**src/rtl/syncounter_up_mod.sv**
```systemverilog
// syncounter_up_mod: programmable-modulus synchronous up counter.
// Counts 0..mod_val and wraps to 0, with synchronous clear/load, a zero-latency
// cascade carry, a registered one-cycle wrap pulse and a sticky wrap flag.
// Build option: define SYNCOUNTER_UP_SATURATE_EN to make the counter stop at
// mod_val instead of wrapping (default build wraps).
module syncounter_up_mod #(
    parameter int               WIDTH     = 8,
    parameter logic [WIDTH-1:0] RESET_VAL = '0
) (
    input  logic             clock,
    input  logic             reset,
    input  logic             enable,
    input  logic             clear,
    input  logic             load,
    input  logic [WIDTH-1:0] load_val,
    input  logic [WIDTH-1:0] mod_val,
    output logic [WIDTH-1:0] count_out,
    output logic             carry_out,
    output logic             wrap_pulse,
    output logic             wrapped
);

    logic [WIDTH-1:0] count_q, count_d;
    logic             pulse_q, pulse_d;
    logic             wrapped_q, wrapped_d;
    logic             at_term;

    // Terminal detect is unsigned and also covers counts parked above mod_val
    // (after a load or after mod_val is lowered), so the counter never runs past it.
    assign at_term = (count_q >= mod_val);

    // Cascade enable for the next stage; zero latency so stages tick together.
    assign carry_out = enable & at_term;

    // Next-state selection in priority order: clear, load, count/terminal, hold.
    always_comb begin
        count_d   = count_q;
        pulse_d   = 1'b0;
        wrapped_d = wrapped_q;
        if (clear) begin
            count_d   = RESET_VAL;
            wrapped_d = 1'b0;
        end else if (load) begin
            count_d = load_val;
        end else if (enable) begin
            if (!at_term) begin
                // count_q < mod_val here, so the increment cannot overflow.
                count_d = count_q + 1'b1;
`ifdef SYNCOUNTER_UP_SATURATE_EN
                if (count_d == mod_val) begin
                    pulse_d   = 1'b1;
                    wrapped_d = 1'b1;
                end
`endif
            end else begin
`ifdef SYNCOUNTER_UP_SATURATE_EN
                // Clamp and park at the terminal value; no pulse while parked.
                count_d = mod_val;
`else
                // Wrap always returns to 0, independent of RESET_VAL.
                count_d   = '0;
                pulse_d   = 1'b1;
                wrapped_d = 1'b1;
`endif
            end
        end
    end

    // State registers with asynchronous active-low reset.
    always_ff @(posedge clock or negedge reset) begin
        if (!reset) begin
            count_q   <= RESET_VAL;
            pulse_q   <= 1'b0;
            wrapped_q <= 1'b0;
        end else begin
            count_q   <= count_d;
            pulse_q   <= pulse_d;
            wrapped_q <= wrapped_d;
        end
    end

    assign count_out  = count_q;
    assign wrap_pulse = pulse_q;
    assign wrapped    = wrapped_q;

endmodule

```
**config.mk**
```make
export PLATFORM = sky130hd
export DESIGN_NAME = syncounter_up_mod
export DESIGN_NICKNAME = d
export VERILOG_FILES = /design/src/rtl/syncounter_up_mod.sv
export SDC_FILE = /design/constraint.sdc
export NUM_CORES = 1
export LEC_CHECK = 0
export CAP_MARGIN = 20
export CORE_UTILIZATION = 25
export CTS_BUF_LIST = sky130_fd_sc_hd__clkbuf_4 sky130_fd_sc_hd__clkbuf_8
export DETAILED_ROUTE_END_ITERATION = 8
export PLACE_DENSITY = 0.6
export SETUP_SLACK_MARGIN = 0.2
export SLEW_MARGIN = 25
export SYNTH_ARGS = -nofsm -noshare
export SYNTH_HDL_FRONTEND = slang
export SYNTH_SLANG_ARGS = --single-unit
```
**constraint.sdc**
```tcl
create_clock -name clock -period 1.8 [get_ports clock]
set_input_delay 0.27 -clock clock [delete_from_list [all_inputs] [get_ports clock]]
set_output_delay 0.27 -clock clock [all_outputs]
set_load 0.01 [all_outputs]
```
==> run_summary.xml <==
<?xml version="1.0" encoding="UTF-8"?>
<metrics>
  <group name="worst_setup_path">
    <metric name="cell_chain_critical_path" unit="">ha_4 -&gt; or4_4 -&gt; a21oi_4 -&gt; o31ai_4 -&gt; nand2_2 -&gt; inv_2 -&gt; buf_6</metric>
    <metric name="worstSetupStartpoint" unit="">count_out[2]</metric>
    <metric name="r2r.worst_path.cells" unit="">9</metric>
    <metric name="slowest_stage" unit="">or4_4</metric>
    <metric name="worst_setup_path_end_kind" unit="">output port</metric>
    <metric name="worst_ep_arrival_time" unit="ps">1900</metric>
    <metric name="ff2ff_setup_slack" unit="ps">-340</metric>
    <metric name="critPathLaunchType" unit="">flip-flop</metric>
    <metric name="r2r_end" unit="">count_out[0]</metric>
    <metric name="critPathMaxFanout" unit="">2</metric>
    <metric name="slowest_delay" unit="ps">540</metric>
    <metric name="r2r_start" unit="">count_out[2]</metric>
    <metric name="crit_path_kind" unit="">flip-flop to output port</metric>
    <metric name="timing.critical_path.required" unit="ps">1530</metric>
  </group>
  <group name="cts">
    <metric name="clk-insertion-delay-late" unit="ps">280</metric>
    <metric name="tritoncts_num_sinks" unit="">10</metric>
    <metric name="cts_max_path_buffers" unit="">2</metric>
    <metric name="clock_tree.root_cell" unit="">clkbuf_4</metric>
    <metric name="tritoncts" unit="">done</metric>
    <metric name="cts_hold_buf" unit="">0</metric>
    <metric name="cts-htree-levels" unit="">1</metric>
    <metric name="cts.clk_slew.worst_paths" unit="ps">80</metric>
    <metric name="numCtsBuffers" unit="">3</metric>
  </group>
  <group name="run_status">
    <metric name="failed_checks" unit="">setup timing</metric>
    <metric name="run_status" unit="">finished with violations</metric>
  </group>
  <group name="logic_synthesis">
    <metric name="synth_top_family_by_area" unit="">compound AO/OA/AOI/OAI gates</metric>
    <metric name="post_synth_main_area_contributors" unit="">dfrtp_1 (30%), ha_1 (14%), inv_1 (5.9%)</metric>
    <metric name="cell_area_synth" unit="um^2">831</metric>
    <metric name="postSynthRegisterBits" unit="">10</metric>
    <metric name="post_synth_mux_area_share" unit="">0.0120</metric>
    <metric name="mappedNetlistNets" unit="">118</metric>
    <metric name="synth_warnings" unit="">0</metric>
    <metric name="ys_seq_area_frac" unit="">0.301</metric>
    <metric name="synth_largest_type_area_fraction" unit="">0.301</metric>
    <metric name="post_synthesis_share_of_cell_area_spent_on_xor_and_xnor_gates" unit="">0.0316</metric>
    <metric name="post_synth_fa_ha_maj_area_fraction" unit="">0.136</metric>
    <metric name="synth_compound_area_frac" unit="">0.229</metric>
    <metric name="synth-simple-area-share" unit="">0.223</metric>
    <metric name="syn_avg_cell_area" unit="um^2">9.44</metric>
    <metric name="yosys_cell_types" unit="">31</metric>
    <metric name="syn-instance-count" unit="">88</metric>
    <metric name="yosys.area.top_type" unit="">dfrtp_1</metric>
  </group>
  <group name="job">
    <metric name="maxCapViolCount" unit="">0</metric>
  </group>
  <group name="power_and_ir_drop">
    <metric name="power_share_of_the_sequential_group" unit="">0.300</metric>
    <metric name="pwr-share-clk" unit="">0.252</metric>
    <metric name="power_report.internal_total" unit="mW">0.575</metric>
    <metric name="power.switching_fraction" unit="">0.319</metric>
    <metric name="cellLeakagePower" unit="nW">0.766</metric>
    <metric name="share_comb_of_total_power" unit="">0.448</metric>
    <metric name="netSwitchingPower" unit="mW">0.270</metric>
    <metric name="power.ir.vdd_worst" unit="V">0.000298</metric>
    <metric name="p_per_area" unit="mW/mm^2">514</metric>
  </group>
  <group name="sta">
    <metric name="postLayoutSetupSlackWorst" unit="ps">-368</metric>
    <metric name="timing.final.crit_share" unit="">1.20</metric>
    <metric name="finalClockSkew" unit="ps">10.0</metric>
    <metric name="worst_slew_pin_tran" unit="ps">500</metric>
    <metric name="total_count_of_hold_check_failures_in_the_final_report" unit="">0</metric>
    <metric name="maxSlewHeadroom" unit="">0.666</metric>
    <metric name="timing.fmax" unit="MHz">461</metric>
    <metric name="min_period" unit="ps">2170</metric>
    <metric name="timing.final.max_slew_violations" unit="">0</metric>
    <metric name="grt_setup_unrepaired" unit="">yes</metric>
    <metric name="setup-violations-final" unit="">11</metric>
  </group>
  <group name="floorplanning">
    <metric name="die_h" unit="um">59.6</metric>
    <metric name="chipWidth" unit="um">59.6</metric>
    <metric name="placeableCoreArea" unit="mm^2">0.00310</metric>
    <metric name="num_io_pins" unit="">32</metric>
    <metric name="fp-row-count" unit="">20</metric>
    <metric name="initial_standard_cell_utilization_of_the_core" unit="">0.268</metric>
    <metric name="die_area" unit="mm^2">0.00356</metric>
  </group>
  <group name="place">
    <metric name="placement.cell_area" unit="mm^2">0.00142</metric>
    <metric name="place_ws" unit="ps">-778</metric>
    <metric name="gp_congestion" unit="">0.759</metric>
    <metric name="dp.final_hpwl" unit="um">1990</metric>
    <metric name="port_buffers" unit="">31</metric>
  </group>
  <group name="layout">
    <metric name="most-common-layout-cells" unit="">buf_4 (22), clkdlybuf4s50_1 (16), dlygate4sd2_1 (14)</metric>
    <metric name="final_layout_size_suffix_gt1_frac" unit="">0.434</metric>
    <metric name="fillCellCount" unit="">302</metric>
    <metric name="finalNetCount" unit="">183</metric>
    <metric name="leading_cell_type_in_the_layout_fill_and_taps_excluded" unit="">buf_4</metric>
    <metric name="antennaDiodeCount" unit="">0</metric>
    <metric name="finish.instance_area" unit="mm^2">0.00164</metric>
    <metric name="area_delta_synth_final" unit="%">97.9</metric>
  </group>
  <group name="detailed_routing">
    <metric name="post_detailed_route_count_of_antenna_violating_nets" unit="">0</metric>
    <metric name="via_per_instance_ratio" unit="">4.81</metric>
    <metric name="dr_total_vias" unit="">942</metric>
    <metric name="detailedRoute.firstPassIterationCount" unit="">4</metric>
    <metric name="drc_errors" unit="">0</metric>
    <metric name="routed_wire_length_per_instance" unit="um">13.8</metric>
    <metric name="wl" unit="um">2700</metric>
    <metric name="drc_violation_total_after_the_first_tritonroute_iteration" unit="">22</metric>
  </group>
  <group name="min_path">
    <metric name="hold_path_class" unit="">primary input to asynchronous set/reset pin</metric>
  </group>
  <group name="grt">
    <metric name="grt_pass1_vias" unit="">960</metric>
    <metric name="grt_use_total" unit="">0.167</metric>
    <metric name="grt_start_max_net_pins" unit="">15</metric>
    <metric name="global_route_wire_length_before_repair" unit="um">4290</metric>
    <metric name="globalRouteOverflowTotal" unit="">0</metric>
    <metric name="initial_antenna_violation_count" unit="">0</metric>
  </group>
</metrics>
[Yosys cell counts]
library cell,n
o31ai_2,1
a31oi_1,1
a32o_1,3
or4_4,1
a211oi_1,1
nand2b_1,1
nor2b_1,5
nor3_1,1
a32oi_1,1
mux2i_1,1
and2_1,2
inv_1,13
nor3_2,1
nor2_1,5
nand3_1,2
ha_1,9
a221o_1,2
and4_1,1
a21oi_1,2
o41ai_2,1
dfrtp_1,10
xnor2_1,3
a21oi_4,1
nand4_1,5
a221oi_2,1
o211a_1,3
clkbuf_1,2
o221ai_1,2
nand4b_1,2
nand3b_1,1
nand2_1,4
[power groups by stage]
stage / Sequential, mW / Clock (mW) / Combinational (mW)
3_5_place_dp: 0.255 / 0 / 0.314
6_report: 0.253 / 0.213 / 0.379
3_3_place_gp: 0.255 / 0 / 0.308
2_1_floorplan: 0.271 / 0 / 0.133
5_1_grt: 0.255 / 0.237 / 0.411
4_1_cts: 0.253 / 0.223 / 0.352
[sequential cells by signal (all words and copies together), names as in the netlist]
| name | cells |
|---|---|
| count_out | 8 |
| wrap_pulse | 1 |
| wrapped | 1 |
[repair_timing]
| action | 4_1_cts | 5_1_grt |
|---|---|---|
| gates resized for setup | 40 | 6 |
| setup buffers | 6 | 3 |
| pin swaps | 13 | 10 |
| endpoints found under the setup margin | 16 | 11 |
[cells by family (layout without fill, tap and decap cells)]
| logic type | after synthesis | after routing |
|---|---|---|
| fa+ha+maj | 9 | 9 |
| compound gates | 19 | 19 |
| mux | 1 | 1 |
| xor+xnor | 3 | 3 |
| buf+inv | 15 | 79 |
| flops | 10 | 10 |
| simple gates | 31 | 31 |
[layout make-up]
class / count / area [um^2] / share of cell area
Multi-Input combinational cell: 63 / 688 / 0.419
Timing Repair Buffer: 62 / 561 / 0.341
Sequential cell: 10 / 255 / 0.155
Tap cell: 44 / 55.1 / 0.0335
Inverter: 13 / 48.8 / 0.0297
Clock buffer: 4 / 36.3 / 0.0221
[metal layers]
metal,part of all wire,GRT usage,vias to the layer above,wire length (um)
li1,-,-,458,-
met1,0.43,0.203,452,1170
met2,0.52,0.294,28,1400
met3,0.039,0.0197,4,105
met4,0.011,0.0731,0,30
met5,0,0,-,0
[critical path, delay by kind of cell, from the launching register on]
family | cells | cell delay, ps
fa+ha+maj | 1 | 160
compound gates | 2 | 250
flops | 1 | 430
simple gates | 2 | 650
buf+inv | 2 | 150
[worst max path at each step]
stage | endpoint | depth (start not counted) | slack, ps
after floorplan | carry_out | 6 | -40
after global placement | carry_out | 9 | -780
after detailed placement | carry_out | 9 | -780
after CTS | carry_out | 7 | -390
after global routing | carry_out | 7 | -440
final | carry_out | 7 | -370
[per-stage QoR]
stage	power, mW	TNS, ps	utilization	instances	hold slack, ps
floorplan	0.404	-71.0	-	88	-25.6
global placement	0.563	-4890	0.457	183	495
detailed placement	0.569	-5010	0.457	183	491
CTS	0.828	-2860	0.508	193	339
global route	0.903	-3420	0.530	196	361
finish	0.845	-2660	0.530	196	322
Note: power is estimated with default switching activity, not from simulation.
